==> src/rtl/tartaruga_pkg.sv <==
// Shared types for the tartaruga pipeline: register/bus widths, instruction
// descriptor and the memory-to-writeback payload.
package tartaruga_pkg;

    localparam int unsigned XLEN     = 32;
    localparam int unsigned REG_AW   = 5;

    typedef logic [REG_AW-1:0] reg_addr_t;
    typedef logic [XLEN-1:0]   bus32_t;

    // Where the retiring result came from; informational for this stage.
    typedef enum logic [1:0] {
        WB_ALU      = 2'd0,
        WB_LOAD     = 2'd1,
        WB_PC_PLUS4 = 2'd2
    } wb_origin_e;

    typedef struct packed {
        bus32_t     pc;
        reg_addr_t  rd;
        logic       write_rd;
        wb_origin_e wb_origin;
        logic       store_to_mem;
    } instr_t;

    typedef struct packed {
        logic   valid;
        instr_t instr;
        bus32_t result;
        logic   branch_taken;
        bus32_t branched_pc;
    } mem_to_wb_t;

endpackage

==> src/rtl/wb_regfile.sv <==
// Integer register file: two combinational read ports with write-through
// bypass, one write port, x0 hardwired to zero, async reset clears all entries.
//   clk_i, rstn_i          clock, async active-low reset
//   we_i/waddr_i/wdata_i   write port (commits on the rising edge)
//   raddr_a_i/raddr_b_i    read addresses
//   rdata_a_o/rdata_b_o    read data (combinational)
module regfile
    import tartaruga_pkg::*;
#(
    parameter int unsigned NUM_REGS = 32
) (
    input  logic      clk_i,
    input  logic      rstn_i,
    input  logic      we_i,
    input  reg_addr_t waddr_i,
    input  bus32_t    wdata_i,
    input  reg_addr_t raddr_a_i,
    input  reg_addr_t raddr_b_i,
    output bus32_t    rdata_a_o,
    output bus32_t    rdata_b_o
);

    bus32_t rf_q [NUM_REGS];
    bus32_t rf_d [NUM_REGS];
    logic   we_eff;

    // x0 is never written, whatever the caller asks for.
    assign we_eff = we_i && (waddr_i != '0);

    // Next-state of the array.
    always_comb begin
        rf_d = rf_q;
        if (we_eff) begin
            rf_d[waddr_i] = wdata_i;
        end
    end

    always_ff @(posedge clk_i or negedge rstn_i) begin
        if (!rstn_i) begin
            for (int i = 0; i < int'(NUM_REGS); i++) begin
                rf_q[i] <= '0;
            end
        end else begin
            rf_q <= rf_d;
        end
    end

    // Read ports: x0 first, then the same-cycle write, then the array.
    always_comb begin
        rdata_a_o = '0;
        rdata_b_o = '0;
        if (raddr_a_i != '0) begin
            rdata_a_o = (we_eff && waddr_i == raddr_a_i) ? wdata_i : rf_q[raddr_a_i];
        end
        if (raddr_b_i != '0) begin
            rdata_b_o = (we_eff && waddr_i == raddr_b_i) ? wdata_i : rf_q[raddr_b_i];
        end
    end

endmodule

==> src/rtl/wb.sv <==
// Writeback stage: holds the memory-stage output for one cycle, retires it,
// writes the register file, and drives forwarding, redirect and instret.
//   clk_i, rstn_i                 clock, async active-low reset
//   mem_to_wb_i                   memory-stage payload
//   rs1/rs2_addr_i, _data_o       decode register reads (combinational)
//   fwd_valid_o/fwd_rd_o/fwd_data_o  forwarding source for execute
//   redirect_valid_o/redirect_pc_o   taken-branch redirect to fetch
//   instret_o                     retired-instruction counter
module wb
    import tartaruga_pkg::*;
#(
    parameter int unsigned NUM_REGS  = 32,
    parameter int unsigned INSTRET_W = 64
) (
    input  logic                 clk_i,
    input  logic                 rstn_i,
    input  mem_to_wb_t           mem_to_wb_i,
    input  reg_addr_t            rs1_addr_i,
    input  reg_addr_t            rs2_addr_i,
    output bus32_t               rs1_data_o,
    output bus32_t               rs2_data_o,
    output logic                 fwd_valid_o,
    output reg_addr_t            fwd_rd_o,
    output bus32_t               fwd_data_o,
    output logic                 redirect_valid_o,
    output bus32_t               redirect_pc_o,
    output logic [INSTRET_W-1:0] instret_o
);

    mem_to_wb_t           wb_q, wb_d;
    logic [INSTRET_W-1:0] instret_q, instret_d;
    logic                 rf_we;
    logic                 unused_fields;

    assign rf_we            = wb_q.valid && wb_q.instr.write_rd && (wb_q.instr.rd != '0);
    assign redirect_valid_o = wb_q.valid && wb_q.branch_taken;
    assign redirect_pc_o    = redirect_valid_o ? wb_q.branched_pc : '0;
    assign fwd_valid_o      = rf_we;
    assign fwd_rd_o         = wb_q.instr.rd;
    assign fwd_data_o       = wb_q.result;
    assign instret_o        = instret_q;

    assign unused_fields = ^{wb_q.instr.pc, wb_q.instr.wb_origin, wb_q.instr.store_to_mem};

    // Capture next instruction; the one arriving alongside a redirect is wrong-path.
    always_comb begin
        wb_d       = mem_to_wb_i;
        wb_d.valid = mem_to_wb_i.valid && !redirect_valid_o;
        instret_d  = instret_q + INSTRET_W'(wb_q.valid);
    end

    always_ff @(posedge clk_i or negedge rstn_i) begin
        if (!rstn_i) begin
            wb_q      <= '0;
            instret_q <= '0;
        end else begin
            wb_q      <= wb_d;
            instret_q <= instret_d;
        end
    end

    regfile #(
        .NUM_REGS (NUM_REGS)
    ) u_regfile (
        .clk_i     (clk_i),
        .rstn_i    (rstn_i),
        .we_i      (rf_we),
        .waddr_i   (wb_q.instr.rd),
        .wdata_i   (wb_q.result),
        .raddr_a_i (rs1_addr_i),
        .raddr_b_i (rs2_addr_i),
        .rdata_a_o (rs1_data_o),
        .rdata_b_o (rs2_data_o)
    );

endmodule
==> config.mk <==
export PLATFORM = sky130hd
export DESIGN_NAME = wb
export DESIGN_NICKNAME = d
export VERILOG_FILES = /design/src/rtl/tartaruga_pkg.sv /design/src/rtl/wb_regfile.sv /design/src/rtl/wb.sv
export SDC_FILE = /design/constraint.sdc
export NUM_CORES = 2
export LEC_CHECK = 0
export BUFFER_PORTS_ARGS = -buffer_cell sky130_fd_sc_hd__clkbuf_2
export CAP_MARGIN = 15
export CORE_MARGIN = 3
export CORE_UTILIZATION = 25
export DETAILED_ROUTE_END_ITERATION = 12
export SETUP_SLACK_MARGIN = 0.4
export SLEW_MARGIN = 20
export SYNTH_ARGS = -nofsm -noshare
export SYNTH_HDL_FRONTEND = slang
export SYNTH_SLANG_ARGS = --single-unit
==> constraint.sdc <==
create_clock -name clk_i -period 3 [get_ports clk_i]
set_input_delay 0.15 -clock clk_i [delete_from_list [all_inputs] [get_ports clk_i]]
set_output_delay 0.15 -clock clk_i [all_outputs]
set_load 0.02 [all_outputs]
# == Word-level counts from Yosys, hierarchy flattened ==
# Cells that the tools add are included.
# word_totals
word_cells,75
reg_bits,1160
output_inout_bits,199
in_bits,119
# op_classes
bitwise_logic,3
muxes,14
magnitude_cmp,4
n_reduce_logical,12
addsub,1
n_eq_ne,2
# op_table
op,n
1024-bit bitwise mux,1
32-bit binary-select mux with 5-bit select,2
32-bit 2-to-1 mux,10
32-bit demux with 5-bit select,1
64-bit by 1-bit adder with 64-bit output,1
"6-bit greater-or-equal comparator, second input constant",3
5-bit NOT with 6-bit output,3
5-bit nonzero test,3
5-bit == test,2
1-bit logical AND,8
"6-bit by 1-bit < comparator with 1-bit output, second input constant",1
1-bit logical NOT,1

# == Longest topological paths before layout ==
# depth
word_depth,6
depth_mapped,10
ltp_nobuf,7

# == Modules after synthesis ==
# From an unflattened synthesis, not the netlist that was laid out.
# unflattened
cells_unflattened,4210
area_unflattened_um2,60160.2
# modules_own_cells
mod,seq_area_each_um2,cells_each,area_each_um2,instances
regfile,25624.6,3787,54890.1,1
wb,3403.3,423,5270.1,1

# == Worst setup path after synthesis ==
# Ideal clock, no wire load.
# synth_path
kind,flip-flop to flip-flop
start,register instret_q[0] (netlist: instret_o[0])
end,register instret_q[60] (netlist: instret_o[60])
path_buffers,1
required_ns,2.920
synth_period_minus_slack_ns,2.331
t_arrival_ns,2.251
path_slack_ns,0.669
path_stages_with_launch,9
setup_ns,0.080
cell_sequence,dfrtp_1 ha_1 ha_1 nand2_1 or3_4 or3_1 buf_6 nor4_4 xor2_1
# synth_via
elab_chain_len,1
# synth_lines
element,line,text
from (decl),wb.sv:31,"logic [INSTRET_W-1:0] instret_q, instret_d;"
from (signal assigned),wb.sv:58,instret_q <= instret_d;
64-bit by 1-bit adder with 64-bit output,wb.sv:49,instret_d = instret_q + INSTRET_W'(wb_q.valid);
via instret_d[60],wb.sv:31,
# The timed path passes the listed nets, and every way through them passes these cells.
# A chain may end at the register's enable or synchronous reset.

# == Final worst setup path ==
# layout_path
start,register wb_q (netlist bit fwd_rd_o[4])
end,output port rs1_data_o[14]
# layout_via
elab_chain_len,6
elab_cells_between_ends,7
classes_between,eq/ne (1); mux (2); reduce/logical (4)
# layout_lines
element,line,text
from (decl),wb.sv:30,"mem_to_wb_t wb_q, wb_d;"
from (signal assigned),wb.sv:57,wb_q <= wb_d;
5-bit nonzero test,"wb_regfile.sv:28, wb.sv:35",
1-bit logical AND,wb.sv:35,assign rf_we = wb_q.valid && wb_q.instr.write_rd && (wb_q.instr.rd != '0);
1-bit logical AND,wb_regfile.sv:28,assign we_eff = we_i && (waddr_i != '0);
1-bit logical AND *,wb_regfile.sv:53,rdata_a_o = (we_eff && waddr_i == raddr_a_i) ? wdata_i : rf_q[raddr_a_i];
32-bit 2-to-1 mux *,wb_regfile.sv:53,
32-bit 2-to-1 mux *,wb_regfile.sv:52,if (raddr_a_i != '0) begin
to (decl),wb.sv:20,"output bus32_t rs1_data_o,"
# Mark *: on every way between the ends. The rest lies on a longest branch, timed or not.

==> metrics.txt <==
# TYPE chip_impl_metric gauge
chip_impl_info{name="run_status",value="finished with violations"} 1
chip_impl_info{name="violations_in_the_final_reports",value="negative setup slack"} 1
chip_impl_metric{name="numClockSinks",unit=""} 1156
chip_impl_info{name="hold_path_class",value="in2reg"} 1
chip_impl_info{name="synth_area_leaders",value="sky130_fd_sc_hd__dfrtp_1, sky130_fd_sc_hd__mux2_2, sky130_fd_sc_hd__mux4_2"} 1
chip_impl_metric{name="ys_types",unit=""} 64
chip_impl_metric{name="detailroute.via_count",unit=""} 40739
chip_impl_metric{name="syn_to_layout_area_delta",unit="%"} 24.3
chip_impl_metric{name="post_route_cells_drive_above_1_share",unit=""} 0.527
chip_impl_info{name="unrepaired_setup_endpoints_after_global_routing",value="true"} 1
chip_impl_metric{name="total_power",unit="mW"} 43.4
chip_impl_metric{name="top_area_cell_type_share_of_the_netlist_area",unit=""} 0.484
chip_impl_metric{name="irDropWorstVdd",unit="V"} 0.000642
chip_impl_metric{name="first_global_vias",unit=""} 42335
chip_impl_metric{name="postSynthAreaPerCell",unit="um2"} 14.5
chip_impl_metric{name="layout_worst_path_cycle_share",unit=""} 1.11
chip_impl_info{name="setup.worst_path.class",value="reg2out"} 1
chip_impl_metric{name="vert_die_dim",unit="um"} 495
chip_impl_info{name="ys_dominant_reg_cell",value="sky130_fd_sc_hd__dfrtp_1"} 1
chip_impl_metric{name="final_core_utilization",unit=""} 0.314
chip_impl_metric{name="finalHoldViolCount",unit=""} 0
chip_impl_metric{name="slew-limit-headroom",unit=""} 0.229
chip_impl_metric{name="detail_route.iter0.violations",unit=""} 3828
chip_impl_metric{name="maxCapViolations",unit=""} 0
chip_impl_metric{name="num-fill-cells",unit=""} 23235
chip_impl_metric{name="tns",unit="ps"} -9840
chip_impl_metric{name="floorplan_die_area",unit="um2"} 245000
chip_impl_info{name="synthDominantAreaCellType",value="sky130_fd_sc_hd__dfrtp_1"} 1
chip_impl_metric{name="setup_violations",unit=""} 64
chip_impl_metric{name="post-place-ws",unit="ps"} -84.3
chip_impl_metric{name="buffer_ports.inserted",unit=""} 282
chip_impl_metric{name="ys_seq_area_frac",unit=""} 0.484
chip_impl_metric{name="report.final.slew_viol_count",unit=""} 0
chip_impl_metric{name="average_via_count_per_standard_cell",unit=""} 5.22
chip_impl_info{name="cts-root-buf",value="sky130_fd_sc_hd__clkbuf_16"} 1
chip_impl_metric{name="final_antenna_net_count",unit=""} 0
chip_impl_metric{name="worst_path_largest_cell_delay",unit="ps"} 480
chip_impl_metric{name="place.detailed.instances",unit=""} 7362
chip_impl_info{name="worst_setup_path_end_kind",value="output pin"} 1
chip_impl_metric{name="placeable_core_area",unit="um2"} 236000
chip_impl_metric{name="crit_path_max_fanout",unit=""} 6
chip_impl_metric{name="floorplan.initialDensity",unit=""} 0.253
chip_impl_metric{name="clock-skew-final",unit="ps"} 37.9
chip_impl_info{name="timing.critical_path.from_type",value="register"} 1
chip_impl_info{name="cts_tree",value="done"} 1
chip_impl_metric{name="worst_hold_slack_across_all_endpoints",unit="ps"} 45.3
chip_impl_metric{name="gp_congestion",unit=""} 0.804
chip_impl_metric{name="cts-root-to-sink-buffers",unit=""} 3
chip_impl_metric{name="worst_pin_slew",unit="ps"} 1150
chip_impl_metric{name="multi_input_area",unit="um2"} 29600
chip_impl_metric{name="grt_overflow_total",unit=""} 0
chip_impl_info{name="final_common_cell",value="sky130_fd_sc_hd__dfrtp_1"} 1
chip_impl_metric{name="yosys_synthesis_warning_count",unit=""} 0
chip_impl_metric{name="synth.ff_latch_count",unit=""} 1156
chip_impl_metric{name="postPlaceCellArea",unit="um2"} 66100
chip_impl_metric{name="design_area",unit="um2"} 74200
chip_impl_metric{name="power_per_cell_area",unit="nW/um2"} 585
chip_impl_metric{name="post_synthesis_instance_total",unit=""} 4129
chip_impl_metric{name="syn_area",unit="um2"} 59700
chip_impl_metric{name="regArea",unit="um2"} 28900
chip_impl_metric{name="leak",unit="nW"} 32.8
chip_impl_metric{name="detail_route.first_pass.iterations",unit=""} 6
chip_impl_metric{name="cts_inserted_buffers",unit=""} 143
chip_impl_metric{name="route.detailed.drc",unit=""} 0
chip_impl_metric{name="dieWidth",unit="um"} 495
chip_impl_info{name="crit_path_cell_trace",value="buf_4 -> o41ai_4 -> or4_4 -> buf_12 -> buf_12 -> o21ai_1 -> o32a_1 -> clkbuf_8"} 1
chip_impl_metric{name="synthesis.nets",unit=""} 4250
chip_impl_metric{name="timing.critical_path.arrival",unit="ps"} 3170
chip_impl_metric{name="ctsHtreeMaxLevel",unit=""} 4
chip_impl_info{name="mostFrequentLayoutCells",value="sky130_fd_sc_hd__dfrtp_1, sky130_fd_sc_hd__mux2_2, sky130_fd_sc_hd__mux4_2"} 1
chip_impl_metric{name="synth-edff-count",unit=""} 0
chip_impl_metric{name="grt_start_max_net_pins",unit=""} 117
chip_impl_metric{name="detailedPlacementHpwl",unit="mm"} 129
chip_impl_metric{name="grt_pass1_wl",unit="mm"} 307
chip_impl_metric{name="cp.required",unit="ps"} 2850
chip_impl_metric{name="clk_pin_slew_worst_paths",unit="ps"} 60
chip_impl_metric{name="clkLatencyLatePin",unit="ps"} 810
chip_impl_metric{name="avgRoutedWirePerCell",unit="um"} 27.3
chip_impl_info{name="critical_path.slowest_cell",value="sky130_fd_sc_hd__o41ai_4"} 1
chip_impl_metric{name="fmax",unit="MHz"} 301
chip_impl_metric{name="final.min_clock_period",unit="ps"} 3320
chip_impl_metric{name="routed_wirelength",unit="mm"} 213
chip_impl_info{name="critical-path-top-cell-by-count",value="sky130_fd_sc_hd__buf_12"} 1
chip_impl_metric{name="postSynth.asyncResetShare",unit=""} 1.00
chip_impl_metric{name="top_level_ports",unit=""} 318
chip_impl_metric{name="core.rowCount",unit=""} 178
chip_impl_metric{name="grt_antenna_before_repair",unit=""} 6
chip_impl_metric{name="post_layout_nonfiller_instances",unit=""} 7809
chip_impl_metric{name="nNetsFinal",unit=""} 4666
chip_impl_metric{name="final_critical_path_setup_slack",unit="ps"} -323
chip_impl_metric{name="gr-usage-all-layers",unit=""} 0.171
flip-flops by register name, summed over array words and instances, names as in the netlist:
register        cells
u_regfile.rf_q   1020
fwd_rd_o            5
instret_o          64
wb_q               35
fwd_data_o         32
cells in the mapped netlist (all sizes together), types with 9 or more instances:
cell    number
dfrtp     1156
nor4        25
nand3       51
nand2      107
and3        42
nand4       15
inv         18
o21ai       72
o221ai      19
clkbuf     280
o32a        15
xnor2       44
buf        191
and4        12
o22ai       75
o22a        10
a221oi      22
a22o        24
nor2       112
mux2i      139
a21oi       25
a22oi       40
mux2      1015
o211ai      12
xor2        28
nor2b       22
nand2b       9
mux4       463
nor3        35
critical path: cells and delay by family (launching register included):
kind / cells / cell delay [ps]
buf+inv: 4 / 670
simple gates: 1 / 330
compound gates: 3 / 920
flops: 1 / 440
area by class of cell:
type	instances	share of cell area
flip-flops and latches	1156	0.390
multi-input cells	2485	0.398
diodes	3	0.000101
repair buffers	741	0.0932
clock buffers	200	0.0545
well taps	3150	0.0531
clock inverters	56	0.0103
inverters	18	0.000910
final timing paths:
check / startpoint / endpoint / slack (ps) / cells past startpoint
max: fwd_rd_o[4] / rs1_data_o[14] / -320 / 8
min: mem_to_wb_i[71] / fwd_rd_o[2] / 50 / 2
min reg2reg: u_regfile.rf_q[1023] / u_regfile.rf_q[1023] / 370 / 0
max in group asynchronous: rstn_i / fwd_data_o[15] / 2040 / 4
max reg2reg: fwd_rd_o[2] / u_regfile.rf_q[719] / 430 / 7
min in group asynchronous: rstn_i / u_regfile.rf_q[579] / 120 / 3
repair_timing:
| action | 4_1_cts | 5_1_grt |
|---|---|---|
| endpoints found under the setup margin | 75 | 243 |
| pin swaps | 20 | 41 |
| hold buffers | 138 | 0 |
| gates cloned | 5 | 1 |
| endpoints found under the hold margin | 609 | 0 |
| gates resized for setup | 167 | 153 |
| setup buffers | 24 | 20 |
logic make-up after synthesis:
kind of cell | synth area share
buffers and inverters | 0.0366
adders and majority gates | 0.000419
AOI/OAI and AO/OA | 0.0382
and+or+nand+nor | 0.0405
muxes | 0.389
DFF | 0.484
xor gates and xnor gates | 0.0106
report_power, final:
part,leakage [nW],switching [mW],internal [mW]
clock network,2.34,7.47,10.4
registers,15.4,1.29,17.3
logic,15.1,3.22,3.80
metal layers:
metal	vias up	share of wire	global-route usage
met5	-	0	0
met2	1704	0.47	0.271
li1	16582	-	-
met1	22012	0.41	0.225
met4	0	0.046	0.0753
met3	441	0.073	0.0368
No activity file was read; power rests on OpenSTA's default activity.
